File: src/rtl/seg_pkg.sv
// -----------------------------------------------------------------------------
// seg_pkg
// Shared constants and types for the 8-digit multiplexed 7-segment scanner.
//   - NUM_DIGITS / DIGIT_W : digit count and digit index width
//   - SEG_HEX_0..SEG_HEX_F : segment patterns (gfedcba, active-high)
//   - SEG_OFF / SEL_NONE   : blanked segment and digit-select values
//   - phase_t              : per-slot phase (blanking, then showing)
//   - sel_one_cold()       : active-low one-cold digit select for an index
// -----------------------------------------------------------------------------
package seg_pkg;

    localparam int NUM_DIGITS = 8;
    localparam int DIGIT_W    = 3;
    localparam int HEX_W      = 4;
    localparam int SEG_W      = 7;

    localparam logic [DIGIT_W-1:0] LAST_DIGIT = DIGIT_W'(NUM_DIGITS - 1);

    localparam logic [SEG_W-1:0] SEG_HEX_0 = 7'h3F;
    localparam logic [SEG_W-1:0] SEG_HEX_1 = 7'h06;
    localparam logic [SEG_W-1:0] SEG_HEX_2 = 7'h5B;
    localparam logic [SEG_W-1:0] SEG_HEX_3 = 7'h4F;
    localparam logic [SEG_W-1:0] SEG_HEX_4 = 7'h66;
    localparam logic [SEG_W-1:0] SEG_HEX_5 = 7'h6D;
    localparam logic [SEG_W-1:0] SEG_HEX_6 = 7'h7D;
    localparam logic [SEG_W-1:0] SEG_HEX_7 = 7'h07;
    localparam logic [SEG_W-1:0] SEG_HEX_8 = 7'h7F;
    localparam logic [SEG_W-1:0] SEG_HEX_9 = 7'h6F;
    localparam logic [SEG_W-1:0] SEG_HEX_A = 7'h77;
    localparam logic [SEG_W-1:0] SEG_HEX_B = 7'h7C;
    localparam logic [SEG_W-1:0] SEG_HEX_C = 7'h39;
    localparam logic [SEG_W-1:0] SEG_HEX_D = 7'h5E;
    localparam logic [SEG_W-1:0] SEG_HEX_E = 7'h79;
    localparam logic [SEG_W-1:0] SEG_HEX_F = 7'h71;

    localparam logic [SEG_W-1:0]      SEG_OFF  = 7'h00;
    localparam logic [NUM_DIGITS-1:0] SEL_NONE = 8'hFF;

    typedef enum logic {
        PH_BLANK = 1'b0,
        PH_SHOW  = 1'b1
    } phase_t;

    function automatic logic [NUM_DIGITS-1:0] sel_one_cold(input logic [DIGIT_W-1:0] d);
        logic [NUM_DIGITS-1:0] sel;
        sel    = SEL_NONE;
        sel[d] = 1'b0;
        return sel;
    endfunction

endpackage

File: src/rtl/seg7_hex_decode.sv
// -----------------------------------------------------------------------------
// seg7_hex_decode
// Purely combinational hex digit to 7-segment (gfedcba, active-high) decoder.
//   hex : 4-bit digit value 0-F
//   seg : segment pattern
// -----------------------------------------------------------------------------
module seg7_hex_decode
    import seg_pkg::*;
(
    input  logic [HEX_W-1:0] hex,
    output logic [SEG_W-1:0] seg
);

    // NOTE: every output of an always_comb gets a default before any branch,
    // so no path can leave it unassigned and infer a latch.
    always_comb begin
        seg = SEG_OFF;
        case (hex)
            4'h0: seg = SEG_HEX_0;
            4'h1: seg = SEG_HEX_1;
            4'h2: seg = SEG_HEX_2;
            4'h3: seg = SEG_HEX_3;
            4'h4: seg = SEG_HEX_4;
            4'h5: seg = SEG_HEX_5;
            4'h6: seg = SEG_HEX_6;
            4'h7: seg = SEG_HEX_7;
            4'h8: seg = SEG_HEX_8;
            4'h9: seg = SEG_HEX_9;
            4'hA: seg = SEG_HEX_A;
            4'hB: seg = SEG_HEX_B;
            4'hC: seg = SEG_HEX_C;
            4'hD: seg = SEG_HEX_D;
            4'hE: seg = SEG_HEX_E;
            4'hF: seg = SEG_HEX_F;
            default: seg = SEG_OFF;
        endcase
    end

endmodule

File: src/rtl/seg_scan_ctrl.sv
// -----------------------------------------------------------------------------
// seg_scan_ctrl
// Time-multiplexed scanner for an 8-digit 7-segment display with a
// double-buffered digit store. Host writes land in the shadow bank; a commit
// copies shadow to the displayed (active) bank only at a frame boundary, so a
// frame never shows a half-updated value.
//
// Parameters
//   DIV   : clock cycles per digit slot (DIV > BLANK)
//   BLANK : blanking cycles at the start of each slot (BLANK >= 1)
// Ports
//   CLK            : clock, rising edge
//   RESET          : asynchronous, active-high reset
//   ENABLE         : scan enable; low parks the scan at digit 0, counter 0
//   WR_EN          : shadow write strobe
//   WR_ADDR        : shadow digit index (0 = least significant)
//   WR_DATA        : hex value to write
//   COMMIT         : request shadow -> active copy at the next frame boundary
//   LZ_SUPPRESS    : blank leading zeros (digit 0 always shown)
//   SEG_C          : segments gfedcba, active-high, registered
//   SEG_SEL        : digit select, active-low one-cold, registered
//   FRAME_DONE     : one-cycle pulse after each frame's last cycle
//   COMMIT_PENDING : a commit is latched and waiting for a boundary
// -----------------------------------------------------------------------------
module seg_scan_ctrl
    import seg_pkg::*;
#(
    parameter int DIV   = 50000,
    parameter int BLANK = 500
)
(
    input  logic                  CLK,
    input  logic                  RESET,
    input  logic                  ENABLE,
    input  logic                  WR_EN,
    input  logic [DIGIT_W-1:0]    WR_ADDR,
    input  logic [HEX_W-1:0]      WR_DATA,
    input  logic                  COMMIT,
    input  logic                  LZ_SUPPRESS,
    output logic [SEG_W-1:0]      SEG_C,
    output logic [NUM_DIGITS-1:0] SEG_SEL,
    output logic                  FRAME_DONE,
    output logic                  COMMIT_PENDING
);

    localparam int CNT_W = (DIV > 1) ? $clog2(DIV) : 1;
    localparam logic [CNT_W-1:0] CNT_LAST  = CNT_W'(DIV - 1);
    localparam logic [CNT_W-1:0] CNT_BLANK = CNT_W'(BLANK);

    logic [CNT_W-1:0]   cnt_q, cnt_d;
    logic [DIGIT_W-1:0] dig_q, dig_d;
    phase_t             phase_q, phase_d;
    logic               boundary;

    logic [HEX_W-1:0]   shadow [NUM_DIGITS];
    logic [HEX_W-1:0]   active [NUM_DIGITS];
    logic               pending_q;

    logic [NUM_DIGITS-1:0] lz_blank;
    logic                  zero_from_top;
    logic [SEG_W-1:0]      dec_seg;
    logic [SEG_W-1:0]      seg_d;
    logic [NUM_DIGITS-1:0] sel_d;

    seg7_hex_decode u_decode (
        .hex (active[dig_q]),
        .seg (dec_seg)
    );

    // ------------------------------------------------------------------
    // Slot counter, digit index and frame boundary
    // ------------------------------------------------------------------
    always_comb begin
        boundary = ENABLE && (cnt_q == CNT_LAST) && (dig_q == LAST_DIGIT);
        cnt_d    = cnt_q;
        dig_d    = dig_q;
        if (!ENABLE) begin
            cnt_d = '0;
            dig_d = '0;
        end else if (cnt_q == CNT_LAST) begin
            cnt_d = '0;
            dig_d = dig_q + DIGIT_W'(1);   // 7 -> 0 through natural wrap
        end else begin
            cnt_d = cnt_q + CNT_W'(1);
        end
    end

    // ------------------------------------------------------------------
    // Leading-zero mask: a digit is blanked when it and every digit above it
    // are zero; digit 0 is exempt so a value of zero still shows "0".
    // ------------------------------------------------------------------
    always_comb begin
        zero_from_top = 1'b1;
        lz_blank      = '0;
        for (int d = NUM_DIGITS - 1; d >= 0; d--) begin
            zero_from_top = zero_from_top && (active[d] == '0);
            lz_blank[d]   = LZ_SUPPRESS && (d != 0) && zero_from_top;
        end
    end

    // ------------------------------------------------------------------
    // Slot phase FSM: next state from the counter value it will hold, and
    // pin values from the current state (registered below, one cycle late).
    // ------------------------------------------------------------------
    always_comb begin
        phase_d = phase_q;
        sel_d   = SEL_NONE;
        seg_d   = SEG_OFF;

        case (phase_q)
            PH_BLANK: if (cnt_d >= CNT_BLANK) phase_d = PH_SHOW;
            PH_SHOW:  if (cnt_d <  CNT_BLANK) phase_d = PH_BLANK;
            default:  phase_d = PH_BLANK;
        endcase

        // Dropping ENABLE must blank the pins on the very next edge.
        if (ENABLE && (phase_q == PH_SHOW)) begin
            sel_d = sel_one_cold(dig_q);
            seg_d = lz_blank[dig_q] ? SEG_OFF : dec_seg;
        end
    end

    // NOTE: sequential state is updated with non-blocking assignments only, so
    // every register samples the pre-edge value of every other register.
    always_ff @(posedge CLK or posedge RESET) begin
        if (RESET) begin
            cnt_q      <= '0;
            dig_q      <= '0;
            phase_q    <= PH_BLANK;
            SEG_C      <= SEG_OFF;
            SEG_SEL    <= SEL_NONE;
            FRAME_DONE <= 1'b0;
        end else begin
            cnt_q      <= cnt_d;
            dig_q      <= dig_d;
            phase_q    <= phase_d;
            SEG_C      <= seg_d;
            SEG_SEL    <= sel_d;
            FRAME_DONE <= boundary;
        end
    end

    // ------------------------------------------------------------------
    // Register banks and commit handshake
    // ------------------------------------------------------------------
    // NOTE: both banks are reset explicitly because a freshly reset display
    // must show zeros; they are small flop arrays, not RAM macros.
    always_ff @(posedge CLK or posedge RESET) begin
        if (RESET) begin
            for (int i = 0; i < NUM_DIGITS; i++) begin
                shadow[i] <= '0;
                active[i] <= '0;
            end
            pending_q <= 1'b0;
        end else begin
            // The copy reads shadow before this edge's write, so a write
            // coinciding with the boundary reaches shadow only.
            if (boundary && (pending_q || COMMIT)) begin
                for (int i = 0; i < NUM_DIGITS; i++) begin
                    active[i] <= shadow[i];
                end
                pending_q <= 1'b0;
            end else if (COMMIT) begin
                pending_q <= 1'b1;
            end
            if (WR_EN) begin
                shadow[WR_ADDR] <= WR_DATA;
            end
        end
    end

    assign COMMIT_PENDING = pending_q;

endmodule

File: config.mk
export PLATFORM = sky130hd
export DESIGN_NAME = seg_scan_ctrl
export DESIGN_NICKNAME = d
export VERILOG_FILES = /design/src/rtl/seg_pkg.sv /design/src/rtl/seg7_hex_decode.sv /design/src/rtl/seg_scan_ctrl.sv
export SDC_FILE = /design/constraint.sdc
export NUM_CORES = 1
export LEC_CHECK = 0
export ABC_CLOCK_PERIOD_IN_PS = 7100
export BUFFER_PORTS_ARGS = -buffer_cell sky130_fd_sc_hd__buf_4
export CAP_MARGIN = 20
export CORE_AREA = 2 2 123 95
export CTS_CLUSTER_DIAMETER = 50
export DETAILED_ROUTE_END_ITERATION = 12
export DIE_AREA = 0 0 125 97
export GPL_ROUTABILITY_DRIVEN = 0
export PLACE_DENSITY = 0.63
export SLEW_MARGIN = 20
export SYNTH_ARGS = -nofsm -noshare
export SYNTH_HDL_FRONTEND = slang
export SYNTH_SLANG_ARGS = --single-unit
File: constraint.sdc
create_clock -name CLK -period 7.1 [get_ports CLK]
set_input_delay 0.355 -clock CLK [delete_from_list [all_inputs] [get_ports CLK]]
set_output_delay 0.355 -clock CLK [all_outputs]
set_load 0.05 [all_outputs]
==> results by group <==
Global routing
  – GRT Overall Usage: 0.163
  – Overflow after GRT: 0
  – Largest net degree at the start of global routing: 59
  – Vias in the first global route: 2804
  – Initial antenna violation count: 0
  – First-pass GRT wire length: around 16000 microns

Floorplan
  – Die Footprint: 12100 sq um
  – Initial Util: 0.457
  – Core area: 10800 sq um
  – Die height: 97 microns
  – Io pins: 30
  – Site row count: 33
  – Die W: 125 microns

Critical path
  – Reg2reg setup slack: 4.39 ns
  – Worst R2R Start: dig_q[2]$_DFFE_PP0P_
  – Max incr delay on CP: 0.80 ns
  – Crit Path Category: reg -> reg
  – Largest fanout on the critical path: 17
  – Crit path buffers/inverters: 1
  – Crit path DAT: 2.94 ns
  – Crit-path slowest cell: dfrtp_1
  – Reg-to-Reg End: SEG_C[1]$_DFF_PP0_
  – Crit path capture type: register
  – Critical path cell sequence: mux4_2 > o21a_1 > inv_1 > ha_1 > a21oi_1 > a211oi_1 > a311oi_1
  – Crit start category: register
  – Crit. path cell count: 7
  – Crit path from: dig_q[2]$_DFFE_PP0P_
  – Worst Setup EP: SEG_C[1]$_DFF_PP0_
  – Cell count of the worst reg-to-reg path: 7
  – WP data required: 7.33 ns
  – Largest delay share family, worst path: flip-flops

Drt
  – DRT iter0 DRCs: 264
  – Vias per cell: ~5.4
  – Pre-antenna DRT Iters: 4
  – Post-Route WL: 9270 microns
  – Number of remaining DRC errors: 0
  – Final ANT Viol Nets: 0
  – Drt wl/cell: 17.1 microns
  – Via Count: roughly 2.9k

Logic synthesis
  – Post-synth top area cell: dfrtp_1
  – Dominant cells by area after synthesis: dfrtp_1 47%, mux2_4 9.4%, mux2_2 8.4%
  – Mapped Cells: 370
  – Synth Cell Area: between 4000 and 5000 sq um
  – Primary FF master, synth: dfrtp_1
  – Ys Warns: 0
  – Flops & latches, synth: 101
  – Syn Area/Cell: about 13 sq um
  – Area share of the largest cell type after synthesis: 0.471
  – Sequential fraction of the synthesis area: 0.513
  – Mapped Nets: 392
  – Asr flop ratio synth: 1.00
  – Cell variety after synth: 61
  – Number of synthesized flops with an enable pin: 0

CTS
  – # hold bufs at CTS: 0
  – Resized Gates After CTS: 0
  – Clk root buf: clkbuf_16
  – H-tree depth: 3
  – CTS tree: done
  – Post-CTS setup buffer count: 0
  – Sink Count: about 100
  – Clk pin slew, worst setup/hold paths: 0.07 ns
  – Clock latency on the worst-skew pair: about 0.34 ns
  – Clock Path Buffers: 2
  – Clock buffer count from CTS: 9

Min path
  – Hold Path Class: in -> async

STA
  – Finish-stage setup viols: 0
  – F_max: 369 MHz
  – Headroom to the max-slew limit: 0.494
  – Hold Violations, Final: 0
  – Sum Neg Setup Slack: 0 ns
  – Final period util: 0.381
  – Tightest Pin Transition: 0.753 ns
  – RSZ-0062 raised after global routing: false
  – Period minus WS final: 2.71 ns
  – Final Skew: 0.0114 ns
  – Max-slew violations: 0

Cells and area
  – Finished Cell Area: 5520 sq um
  – Fillers: roughly 930
  – Commonest non-fill, non-tap cell in the layout: dfrtp_1
  – Area growth syn-to-layout: 11.6%
  – Commonest cells after routing, fill and taps aside: 93 x dfrtp_1, 37 x mux2_2, 31 x mux2_4, 31 x buf_4
  – Antenna cells: 0
  – Layout cells sized above 1: 0.362
  – Final nets: 419

Power
  – Lkg Pwr: approximately 2.4 nW
  – Pwr Density: 217 nW/um^2
  – Peak VDD IR: 128 uV

Status
  – Status: finished clean

Place
  – DP Wirelength: 6670 microns
  – IO Port Bufs: 29
  – Placed cell areas: 5220 sq um

Run
  – Max Cap Violations: 0
-- metrics by stage --
step | util | power [W] | std cells | hold WS [ns] | setup slack (ns)
floorplan | - | 0.000697 | 370 | 0.468 | 4.11
global placement | 0.483 | 0.000721 | 526 | 0.454 | 4.51
detailed placement | 0.483 | 0.000726 | 526 | 0.454 | 4.40
CTS | 0.510 | 0.00121 | 541 | 0.0836 | 4.39
global route | 0.510 | 0.00125 | 541 | 0.100 | 4.17
finish | 0.510 | 0.00120 | 541 | 0.0656 | 4.39
-- worst min path at each step --
stage                             from                endpoint  slack [ns]  depth (start not counted)
floorplan           cnt_q[0]$_DFF_PP0_      cnt_q[0]$_DFF_PP0_        0.47                          1
global placement                 RESET  shadow[10]$_DFFE_PP0P_        0.45                          2
detailed placement               RESET  shadow[18]$_DFFE_PP0P_        0.45                          2
CTS                              RESET  shadow[15]$_DFFE_PP0P_        0.08                          2
global route                     RESET  shadow[15]$_DFFE_PP0P_        0.10                          2
finish                           RESET  shadow[18]$_DFFE_PP0P_        0.07                          2
-- cells in the mapped netlist, types with 2 or more instances --
cell,instances
nor2_1,22
ha_1,9
mux2i_1,7
dfrtp_1,93
nand3_1,3
dfstp_2,8
clkbuf_1,4
o21ai_0,6
a22oi_1,2
buf_12,3
nor2b_1,5
xnor2_1,8
a21oi_1,7
nand2_1,22
buf_6,2
nor3b_1,2
a211oi_1,3
nor3_1,6
and3_2,5
mux2_4,31
nand2b_1,3
a31oi_1,3
and2_1,4
buf_2,3
mux4_2,6
and3_1,3
nand4b_1,4
inv_1,7
o211ai_1,3
nand4_1,6
mux2_2,37
xor2_1,8
nor4b_4,2
nor4_1,5
buf_4,2
-- cells by family (layout without fill, tap and decap cells) --
group	after synthesis	count (layout)	synth area share
simple gates	103	103	0.127
flops	101	101	0.513
mux	82	82	0.224
compound gates	37	37	0.0526
buf+inv	22	53	0.0321
xor+xnor	16	16	0.0283
fa+ha+maj	9	9	0.0228
-- sequential cells by signal, summed over array words and instances (netlist names) --
signal,cells
active,32
shadow,32
cnt_q,16
SEG_SEL,8
SEG_C,7
dig_q,3
COMMIT_PENDING,1
FRAME_DONE,1
phase_q,1
-- layer usage --
layer  global-route usage  up-vias  wire length (microns)
met1                0.266     1451                   5120
met4               0.0453        0                     97
met3               0.0398        8                    340
met5                    0        -                      0
li1                     -     1404                      -
met2                0.209       60                   3710
-- power by group --
group / total, W / internal [W] / switching, W
Clock: 0.000486 / 0.000275 / 0.000212
Sequential: 0.000642 / 0.000617 / 0.0000247
Combinational: 0.0000713 / 0.0000394 / 0.0000318
Total: 0.00120 / 0.000931 / 0.000268
-- layout make-up --
| type | count | area, sq um | area share |
|---|---|---|---|
| clock buffers | 9 | 225 | 0.0408 |
| clock inverters | 6 | 71.3 | 0.0129 |
| inverters | 7 | 28.8 | 0.00521 |
| multi-input cells | 247 | 2250 | 0.408 |
| flip-flops and latches | 101 | 2540 | 0.460 |
| well taps | 140 | 175 | 0.0317 |
| repair buffers | 31 | 233 | 0.0422 |
No activity file was read; power rests on OpenSTA's default activity.
